File: config.mk
export PLATFORM = sky130hd
export DESIGN_NAME = mips_cpu_hilo_unit
export DESIGN_NICKNAME = d
export VERILOG_FILES = /design/src/rtl/mips_cpu_hilo_unit.sv
export SDC_FILE = /design/constraint.sdc
export NUM_CORES = 1
export LEC_CHECK = 0
export ABC_AREA = 0
export CORE_MARGIN = 8
export CORE_UTILIZATION = 53
export CTS_CLUSTER_DIAMETER = 30
export DETAILED_ROUTE_END_ITERATION = 8
export PLACE_DENSITY_LB_ADDON = 0.05
export SYNTH_ARGS = -nofsm -noshare
export SYNTH_HDL_FRONTEND = slang
export SYNTH_SLANG_ARGS = --single-unit
File: constraint.sdc
create_clock -name i_clk -period 3.8 [get_ports i_clk]
set_input_delay 0.38 -clock i_clk [delete_from_list [all_inputs] [get_ports i_clk]]
set_output_delay 0.38 -clock i_clk [all_outputs]
set_load 0.01 [all_outputs]
File: src/rtl/mips_cpu_hilo_unit.sv
// ---------------------------------------------------------------------------
// mips_cpu_hilo_unit
//
// Purpose:
//   Sequencer and architectural HI/LO register pair for the multiply/divide
//   path. On MULT/MULTU/DIV/DIVU it steps the ALU through its control codes,
//   collects the two result words, and commits HI and LO on the same edge.
//   It also handles MTHI/MTLO writes. MFHI/MFLO read o_hi/o_lo directly.
//   o_busy stalls the pipeline while an operation is in flight.
//
// Ports:
//   i_clk          system clock; all state changes on the rising edge
//   i_reset        synchronous, active-high reset
//   i_start        request strobe; sampled only in IDLE/DONE
//   i_op[2:0]      0=MULT 1=MULTU 2=DIV 3=DIVU 4=MTHI 5=MTLO (6,7 ignored)
//   i_rs_data[31:0] MTHI/MTLO write data (operand a, held upstream)
//   i_rt_data[31:0] operand b; used here only for the divide-by-zero check
//   o_alu_ctrl[3:0] ALU control code, decoded from state
//   o_alu_divrst   divider restart pulse, decoded from state
//   i_alu_out[31:0] ALU result word
//   i_alu_divdone  divider complete
//   o_hi, o_lo     architectural HI/LO
//   o_busy         high while a mul/div is in flight
//   o_done         one-cycle pulse in the cycle after commit
//   o_err          one-cycle pulse after a divider timeout
// ---------------------------------------------------------------------------
module mips_cpu_hilo_unit #(
    parameter int DIV_TIMEOUT = 64
) (
    input  logic        i_clk,
    input  logic        i_reset,
    input  logic        i_start,
    input  logic [2:0]  i_op,
    input  logic [31:0] i_rs_data,
    input  logic [31:0] i_rt_data,
    output logic [3:0]  o_alu_ctrl,
    output logic        o_alu_divrst,
    input  logic [31:0] i_alu_out,
    input  logic        i_alu_divdone,
    output logic [31:0] o_hi,
    output logic [31:0] o_lo,
    output logic        o_busy,
    output logic        o_done,
    output logic        o_err
);

    localparam int CNT_W = (DIV_TIMEOUT > 2) ? $clog2(DIV_TIMEOUT) : 1;
    localparam logic [CNT_W-1:0] CNT_LAST = CNT_W'(DIV_TIMEOUT - 1);

    localparam logic [2:0] OP_MULT  = 3'd0;
    localparam logic [2:0] OP_MULTU = 3'd1;
    localparam logic [2:0] OP_DIV   = 3'd2;
    localparam logic [2:0] OP_DIVU  = 3'd3;
    localparam logic [2:0] OP_MTHI  = 3'd4;
    localparam logic [2:0] OP_MTLO  = 3'd5;

    typedef enum logic [2:0] {
        S_IDLE     = 3'd0,
        S_MUL_HI   = 3'd1,
        S_MUL_LO   = 3'd2,
        S_DIV_RST  = 3'd3,
        S_DIV_WAIT = 3'd4,
        S_DIV_Q    = 3'd5,
        S_DIV_R    = 3'd6,
        S_DONE     = 3'd7
    } state_t;

    state_t           r_state;
    logic [2:0]       r_op;
    logic [31:0]      r_tmp_hi;
    logic [31:0]      r_tmp_lo;
    logic [31:0]      r_hi;
    logic [31:0]      r_lo;
    logic [CNT_W-1:0] r_cnt;
    logic             r_busy;
    logic             r_done;
    logic             r_err;

    // Bit 0 of the latched opcode selects the unsigned variant for both
    // MULT/MULTU and DIV/DIVU; in the ALU code it lands on bit 1.
    logic w_unsigned;
    assign w_unsigned = r_op[0];

    // Sequencer: accepts requests, walks the mul/div states, commits HI/LO.
    always_ff @(posedge i_clk) begin
        if (i_reset) begin
            r_state  <= S_IDLE;
            r_op     <= 3'd0;
            r_tmp_hi <= 32'd0;
            r_tmp_lo <= 32'd0;
            r_hi     <= 32'd0;
            r_lo     <= 32'd0;
            r_cnt    <= '0;
            r_busy   <= 1'b0;
            r_done   <= 1'b0;
            r_err    <= 1'b0;
        end else begin
            r_done <= 1'b0;
            r_err  <= 1'b0;
            case (r_state)
                // DONE behaves like IDLE so a back-to-back request loses no cycle.
                S_IDLE, S_DONE: begin
                    r_state <= S_IDLE;
                    r_busy  <= 1'b0;
                    if (i_start) begin
                        case (i_op)
                            OP_MULT, OP_MULTU: begin
                                r_op    <= i_op;
                                r_state <= S_MUL_HI;
                                r_busy  <= 1'b1;
                            end
                            OP_DIV, OP_DIVU: begin
                                r_op <= i_op;
                                if (i_rt_data != 32'd0) begin
                                    r_state <= S_DIV_RST;
                                    r_busy  <= 1'b1;
                                end else begin
                                    // Divide by zero: complete at once, HI/LO kept.
                                    r_state <= S_DONE;
                                    r_done  <= 1'b1;
                                end
                            end
                            OP_MTHI: r_hi <= i_rs_data;
                            OP_MTLO: r_lo <= i_rs_data;
                            default: ;
                        endcase
                    end
                end
                S_MUL_HI: begin
                    r_tmp_hi <= i_alu_out;
                    r_state  <= S_MUL_LO;
                    r_busy   <= 1'b1;
                end
                S_MUL_LO: begin
                    r_hi    <= r_tmp_hi;
                    r_lo    <= i_alu_out;
                    r_state <= S_DONE;
                    r_busy  <= 1'b0;
                    r_done  <= 1'b1;
                end
                S_DIV_RST: begin
                    // divdone during the restart cycle is stale and ignored.
                    r_cnt   <= '0;
                    r_state <= S_DIV_WAIT;
                    r_busy  <= 1'b1;
                end
                S_DIV_WAIT: begin
                    if (i_alu_divdone) begin
                        r_state <= S_DIV_Q;
                        r_busy  <= 1'b1;
                    end else if (r_cnt == CNT_LAST) begin
                        r_state <= S_IDLE;
                        r_busy  <= 1'b0;
                        r_err   <= 1'b1;
                    end else begin
                        r_cnt  <= r_cnt + CNT_W'(1);
                        r_busy <= 1'b1;
                    end
                end
                S_DIV_Q: begin
                    r_tmp_lo <= i_alu_out;
                    r_state  <= S_DIV_R;
                    r_busy   <= 1'b1;
                end
                S_DIV_R: begin
                    r_hi    <= i_alu_out;
                    r_lo    <= r_tmp_lo;
                    r_state <= S_DONE;
                    r_busy  <= 1'b0;
                    r_done  <= 1'b1;
                end
                default: begin
                    r_state <= S_IDLE;
                    r_busy  <= 1'b0;
                end
            endcase
        end
    end

    // ALU control decode from the current state and latched opcode.
    always_comb begin
        o_alu_ctrl   = 4'b0000;
        o_alu_divrst = 1'b0;
        case (r_state)
            S_MUL_HI:   o_alu_ctrl = w_unsigned ? 4'b1011 : 4'b1001;
            S_MUL_LO:   o_alu_ctrl = w_unsigned ? 4'b1010 : 4'b1000;
            S_DIV_RST: begin
                o_alu_ctrl   = w_unsigned ? 4'b1110 : 4'b1100;
                o_alu_divrst = 1'b1;
            end
            S_DIV_WAIT: o_alu_ctrl = w_unsigned ? 4'b1110 : 4'b1100;
            S_DIV_Q:    o_alu_ctrl = w_unsigned ? 4'b1110 : 4'b1100;
            S_DIV_R:    o_alu_ctrl = w_unsigned ? 4'b1111 : 4'b1101;
            default: begin
                o_alu_ctrl   = 4'b0000;
                o_alu_divrst = 1'b0;
            end
        endcase
    end

    assign o_hi   = r_hi;
    assign o_lo   = r_lo;
    assign o_busy = r_busy;
    assign o_done = r_done;
    assign o_err  = r_err;

endmodule

# ---- After elaboration in Yosys (flattened, before gate mapping)
# Cells that the tools add are included.
# Widths: inputs -> output; s select.
dict set report classes {
  addsub 1
  eq_ne 19
  mux 32
  n_bitwise 1
  reduce_logical 17
}
# cell n
set ops {}
lappend ops {{$pmux 32 s3} 2}
lappend ops {{$mux 32} 4}
lappend ops {{$reduce_bool 32->1} 1}
lappend ops {{$eq 3x3->1 const B} 6}
lappend ops {{$pmux 3 s6} 1}
lappend ops {{$pmux 4 s4} 1}
lappend ops {{$eq 3x2->1 const B} 4}
lappend ops {{$mux 3} 4}
lappend ops {{$mux 6} 2}
lappend ops {{$pmux 6 s2} 1}
lappend ops {{$reduce_and 3->1} 4}
lappend ops {{$mux 1} 9}
lappend ops {{$reduce_or 3->1} 3}
lappend ops {{$mux 2} 4}
lappend ops {{$reduce_or 2->1} 4}
lappend ops {{$add 6x1->6 const B} 1}
lappend ops {{$eq 3x1->1 const B} 2}
lappend ops {{$eq 6x6->1 const B} 1}
lappend ops {{$logic_not 3->1} 2}
lappend ops {{$ne 2x2->1 const B} 3}
lappend ops {{$pmux 3 s2} 1}
lappend ops {{$ne 2x1->1 const B} 2}
lappend ops {{$pmux 1 s2} 2}
lappend ops {{$pmux 1 s4} 1}
lappend ops {{other kinds (5)} 5}
dict set report totals {
  regBits 141
  input_bits 103
  output_inout_bits 72
  wordCells 80
}

# ---- Longest topological paths before layout
# Gate-level depths: netlist of run 1.
dict set report depth {
  ltp_word 5
  ltp_mapped 7
  mapped_depth_nobuf 5
}

# ---- Least setup slack after synthesis of run 1
# OpenSTA, ideal clock, no wires.
dict set report synth_timing {
  path_kind {register -> output}
  from {reg r_state[0]}
  to {out o_alu_ctrl[0]}
  arrival_time_ps 1357
  required_time_ps 3420
  slack_ps 2063
  stages_incl_launch_ff 7
  n_path_buf 3
  path_cell_list {dfxtp_1 > buf_2 > nand2b_1 > nand2b_1 > clkbuf_1 > clkbuf_1 > o21ai_0}
}
dict set report synth_between {
  elab_chain_len 3
  elab_cells_between_ends 8
  cone_classes {eq/ne: 6; mux: 1; reduce/logical: 1}
}
# element line_no
set synth_lines {}
lappend synth_lines {{from (decl)} 68} ;# state_t r_state;
lappend synth_lines {{from (signal assigned)} 87} ;# r_state <= S_IDLE;
lappend synth_lines {{from (signal assigned)} 103} ;# r_state <= S_IDLE;
lappend synth_lines {{from (signal assigned)} 109} ;# r_state <= S_MUL_HI;
lappend synth_lines {{$eq 3x3->1 or $eq 3x2->1 (tied branches)} 184} ;# case (r_state)
lappend synth_lines {{$reduce_or 3->1 (no line)} -}
lappend synth_lines {{$pmux 4 s4 *} 184}
lappend synth_lines {{to (decl)} 36} ;# output logic [3:0] o_alu_ctrl,
# Every way passes the cells marked *; elsewhere a longest branch is shown, timed or not.

# ---- Worst setup path in the final report of run 1
dict set report layout_timing {
  from {reg r_state[1]}
  to {out o_alu_ctrl[0]}
}
# The elaborated chain is that of the path after synthesis.

==> impl_metrics.ini, run 1 <==
[run_status]
outcome = finished clean

[critical_path]
timing.critical_path.required_ps = 3420
timing.setup.critical_path_class = reg2out
worstSetupStartpointType = flop
endpoint_kind = primary output
setup.reg_to_reg.worst_slack_ps = 1260
cp.arrival_ps = 2600
reg2reg_to = o_lo[4]
critical_path.max_fanout = 33
timing.reg2reg.worst_path_depth = 5
critical_path.reg2reg.startpoint = r_state[1]

[placement]
place.gp.congestion = 0.791
dpl.hpwl_mm = 13.1
post-place-cells = 1129
placement.io_buffers = 174

[sta]
max-slew-margin-rel_pct = 40.7
clock-skew-final_ps = 5.62
timing.final.hold_violations = 0
fin_crit_sh_pct = 78.4
finalSetupViolCount = 0
min_period_ps = 2980
rsz0062_at_grt = false
fin_setup_tns_ps = 0
worstMarginPinSlew_ps = 888
maxSlewViolCount = 0
maxClockFrequency_ghz = 0.336

[finish]
final_layout_size_suffix_gt1_share_pct = 5.86
postLayoutCoreUtil_pct = 72.4
layout.cells.most_common_list = sky130_fd_sc_hd__clkdlybuf4s50_1, sky130_fd_sc_hd__dfxtp_1, sky130_fd_sc_hd__nand2_1
final_nets = 1080
post_layout_nonfiller_instances = 1161
layout_commonest_cell = sky130_fd_sc_hd__clkdlybuf4s50_1
areaGrowthSynthToFinish_pct = 33.8
diodes = 0

[synth]
synth_top_flop_cell = sky130_fd_sc_hd__dfxtp_1
average_size_of_a_mapped_cell_sq_um = 7.95
synth_seq_cells = 141
synth_async_sr_flop_share_pct = 0
ys.warnings.count = 0
total_standard_cell_area_after_synthesis_sq_um = 6830
synth_enable_flop_cells = 0
syn_inst_count = 859
yosys.cell_types.count = 47
synth_fp_nets = 963
yosysSeqAreaShare_pct = 41.4

[drt]
routed_wirelength_mm = 20.7
post-route-drc-count = 0
vias = 6954
detailedRoute.firstIterationViolations = 534
routed_via_density = 5.99
postRouteAntennaNets = 0
drt_pre_antenna_iters = 5
route.detailed.wl_per_inst_microns = 17.8

[global_route]
antenna_found_initial = 0
maximum_number_of_pins_on_one_net_before_global_route_repair = 98
first_global_vias = 6812
grt_first_pass_wirelength_mm = 33.3
grt_overflow = 0
gr-usage-all-layers_pct = 24.5

[run]
timing.max_cap.violations = 0

[clock_network]
cts_tree = built
clk_root_buffer_cell = sky130_fd_sc_hd__clkbuf_16
tritoncts.num_buffers = 17
cts.hold.buffers_added = 0
post_cts.resized_instances = 0
post-cts-setup-buffers = 0
cts.sinks = 141
clock_latency_ps = 420
htree_levels = 4
clk_path_buf_depth = 2
clk_pin_slew_ps = 60

[pwr]
powerDensity_nw_per_um2 = 514
total_power_draw_mw = 4.69
max-vdd-ir-drop_mv = 0.322
power.leakage_nw = 3.05

[die]
die_height_microns = 129
placeableCoreArea_sq_um = 12600
fp.dieArea_sq_um = 16800
row_count = 41
dieWidth_microns = 129
ios = 175
start_util_pct = 54.1

[hold_path]
hold_path_depth = 2
min_path_type = reg2reg
hold_path.startpoint = r_tmp_lo[3]
worst_hold_path.endpoint = r_tmp_lo[3]
[report_power, final]
group	internal [mW]	switching, mW	total [mW]
registers	1.62	0.0952	1.72
logic	0.530	0.637	1.17
clock network	1.16	0.645	1.81
[sequential cells by signal (all words and copies together), names as in the netlist]
signal,cells
r_tmp_hi,32
o_done,1
r_op,1
o_err,1
o_hi,32
r_cnt,6
o_busy,1
r_state,3
r_tmp_lo,32
o_lo,32
[through the flow]
step	setup slack, ps	cell area [sq um]	hold WS (ps)
2_1_floorplan	2060	6830	432
4_1_cts	822	9130	451
6_report	821	9130	451
5_1_grt	649	9130	469
3_5_place_dp	1300	8490	443
3_3_place_gp	1350	8490	436
[metal layers]
layer / track usage, % / up-vias / part of all wire, %
met5: 0 / - / 0
met4: 8.81 / 0 / 1.4
met3: 7.81 / 33 / 8.6
met2: 41.5 / 313 / 49
met1: 28.5 / 3297 / 41
li1: - / 3311 / -
[critical path, stage by stage, from the launching register on]
cell and delay (ps):
sky130_fd_sc_hd__dfxtp_1 670, sky130_fd_sc_hd__nand2b_1 340, sky130_fd_sc_hd__nand2b_1 140, sky130_fd_sc_hd__buf_4 340
sky130_fd_sc_hd__o21ai_0 150, sky130_fd_sc_hd__clkdlybuf4s50_1 530
[synthesized netlist by cell type, types with 3 or more instances]
master | count | share of area [%]
sky130_fd_sc_hd__o31ai_1 | 4 | 0.44
sky130_fd_sc_hd__o211ai_1 | 3 | 0.33
sky130_fd_sc_hd__a21oi_1 | 133 | 9.8
sky130_fd_sc_hd__o21ai_0 | 3 | 0.22
sky130_fd_sc_hd__buf_2 | 13 | 0.95
sky130_fd_sc_hd__buf_6 | 8 | 1.3
sky130_fd_sc_hd__nand2_1 | 136 | 7.5
sky130_fd_sc_hd__nand2b_1 | 5 | 0.46
sky130_fd_sc_hd__nor2_1 | 41 | 2.3
sky130_fd_sc_hd__a211oi_1 | 64 | 7.0
sky130_fd_sc_hd__nand3_1 | 69 | 5.1
sky130_fd_sc_hd__nor4_1 | 7 | 0.64
sky130_fd_sc_hd__and2_1 | 65 | 6.0
sky130_fd_sc_hd__clkbuf_1 | 55 | 3.0
sky130_fd_sc_hd__dfxtp_1 | 141 | 41
sky130_fd_sc_hd__buf_1 | 8 | 0.44
sky130_fd_sc_hd__a211o_1 | 64 | 8.2
[cells by family (layout without fill, tap and decap cells)]
group,count (synthesis),in the layout,share of synthesized area (%)
muxes,1,1,0.147
xor gates and xnor gates,3,3,0.385
buffers and inverters,89,219,6.12
adders and majority gates,1,1,0.183
and+or+nand+nor,340,340,24.0
DFF,141,141,41.4
AOI/OAI and AO/OA,284,284,27.8
[how the worst max path moves through the flow]
stage	slack [ps]	endpoint	startpoint	cells past startpoint
5_1_grt	650	o_alu_ctrl[0]	r_state[1]	5
3_3_place_gp	1350	o_alu_ctrl[0]	r_state[1]	5
6_report	820	o_alu_ctrl[0]	r_state[1]	5
3_5_place_dp	1300	o_alu_divrst	r_state[2]	5
4_1_cts	820	o_alu_ctrl[0]	r_state[1]	5
2_1_floorplan	2060	o_alu_ctrl[0]	r_state[0]	6
[area by class of cell]
cell class	count	area (sq um)
multi-input cells	629	3610
fillers	1024	3490
flip-flops and latches	141	2820
repair buffers	184	1830
clock buffers	17	425
clock inverters	15	220
well taps	172	215
inverters	3	11.3
Power figures use the tool's default switching activity.
==> inputs of run 2 (changes only) <==
--- a/config.mk
+++ b/config.mk
@@ -7,7 +7,7 @@
 export LEC_CHECK = 0
 export ABC_AREA = 0
 export CORE_MARGIN = 8
-export CORE_UTILIZATION = 53
+export CORE_UTILIZATION = 49
 export CTS_CLUSTER_DIAMETER = 30
 export DETAILED_ROUTE_END_ITERATION = 8
 export PLACE_DENSITY_LB_ADDON = 0.05
==> constraint.sdc (replaced) <==
create_clock -name i_clk -period 3.1 [get_ports i_clk]
set_input_delay 0.31 -clock i_clk [delete_from_list [all_inputs] [get_ports i_clk]]
set_output_delay 0.31 -clock i_clk [all_outputs]
set_load 0.01 [all_outputs]
==> run 2 against run 1 <==
Non-clock buffer count fell by 1; routed wire length fell by 1.5%; combinational power rose by 21%; clock power rose by 9%; clock skew fell by 0.84 ps; setup slack got worse by 410 ps; utilization fell by 6.1 points; largest cell class unchanged.
==> impl_metrics.ini, run 2 (synthesized netlist as in run 1, its figures left out) <==
[die]
fp.dieArea_sq_um = 18000
ios = 175
start_util_pct = 49.7
placeableCoreArea_sq_um = 13700
die_height_microns = 134
row_count = 43
dieWidth_microns = 134

[clock_network]
post-cts-setup-buffers = 0
tritoncts.num_buffers = 17
clk_path_buf_depth = 2
post_cts.resized_instances = 0
clk_pin_slew_ps = 60
htree_levels = 4
clock_latency_ps = 420
cts.sinks = 141
clk_root_buffer_cell = sky130_fd_sc_hd__clkbuf_16
cts_tree = built
cts.hold.buffers_added = 0

[finish]
diodes = 0
layout.area.seq_sq_um = 2820
post_layout_nonfiller_instances = 1168
filler_cell_count = 1168
final_layout_size_suffix_gt1_share_pct = 5.77
layout_commonest_cell = sky130_fd_sc_hd__clkdlybuf4s50_1
areaGrowthSynthToFinish_pct = 33.2
final_nets = 1079
postLayoutCoreUtil_pct = 66.2
finished_layout_cell_area_sq_um = 9090
layout.cells.most_common_list = sky130_fd_sc_hd__clkdlybuf4s50_1, sky130_fd_sc_hd__dfxtp_1, sky130_fd_sc_hd__nand2_1
area_used_by_multi_input_combinational_logic_sq_um = 3610

[placement]
placed_cell_area_sq_um = 8510
pre_cts_slack_ps = 705
dpl.hpwl_mm = 13.2
post-place-cells = 1136
place.gp.congestion = 0.855
placement.io_buffers = 174

[drt]
vias = 6823
postRouteAntennaNets = 0
drt_pre_antenna_iters = 5
route.detailed.wl_per_inst_microns = 17.5
routed_wirelength_mm = 20.4
routed_via_density = 5.84
post-route-drc-count = 0
detailedRoute.firstIterationViolations = 508

[global_route]
first_global_vias = 6520
antenna_found_initial = 0
gr-usage-all-layers_pct = 22.4
grt_overflow = 0
maximum_number_of_pins_on_one_net_before_global_route_repair = 143
grt_first_pass_wirelength_mm = 33.2

[sta]
finalSetupViolCount = 0
maxSlewViolCount = 0
fin_crit_sh_pct = 86.8
timing.final.hold_violations = 0
fin_setup_tns_ps = 0
worstMarginPinSlew_ps = 943
rsz0062_at_grt = false
maxClockFrequency_ghz = 0.372
clock-skew-final_ps = 4.78
final_critical_path_setup_slack_ps = 409
worst_hold_slack_ps = 388
max-slew-margin-rel_pct = 37.0
min_period_ps = 2690

[pwr]
total_power_draw_mw = 5.51
max-vdd-ir-drop_mv = 0.305
power.leakage_nw = 3.04
powerDensity_nw_per_um2 = 606

[critical_path]
cp.arrival_ps = 2380
endpoint_kind = primary output
timing.setup.critical_path_class = reg2out
critical_path.max_fanout = 12
worstSetupStartpointType = flop
timing.critical_path.required_ps = 2790

[hold_path]
min_path_type = in2reg

[run]
timing.max_cap.violations = 0

[run_status]
outcome = finished clean
run 2: worst paths after layout:
path | endpoint | depth (start not counted) | slack (ps) | start
min reg2reg | r_tmp_lo[1] | 2 | 450 | r_tmp_lo[1]
max | o_alu_ctrl[0] | 4 | 410 | r_state[0]
min | r_op[0] | 2 | 390 | i_reset
max reg2reg | o_lo[8] | 5 | 620 | r_state[1]
run 2: cell type report:
cell class | count | share of cell area, %
Inverter | 3 | 0.124
Timing Repair Buffer | 183 | 20.2
Sequential cell | 141 | 31.1
Tap cell | 180 | 2.48
Clock buffer | 22 | 5.44
Clock inverter | 10 | 0.964
Multi-Input combinational cell | 629 | 39.8
run 2: critical path, stage by stage, from the launching register on:
cell,delay [ps]
sky130_fd_sc_hd__dfxtp_1,620
sky130_fd_sc_hd__nand2b_1,310
sky130_fd_sc_hd__nand2b_1,250
sky130_fd_sc_hd__o21ai_0,170
sky130_fd_sc_hd__clkdlybuf4s50_1,620
run 2: per-layer routing:
metal	share of wire (%)	routed length, microns	vias to the layer above	GRT usage (%)
met2	48	9770	263	36.4
li1	-	-	3296	-
met1	43	8750	3243	27.5
met3	7.9	1620	21	6.81
met4	1.3	270	0	7.61
met5	0	0	-	0
run 2: where the power goes:
part,switching (mW),total [mW],internal (mW)
clock network,0.765,1.97,1.20
registers,0.131,2.12,1.99
logic,0.769,1.42,0.653
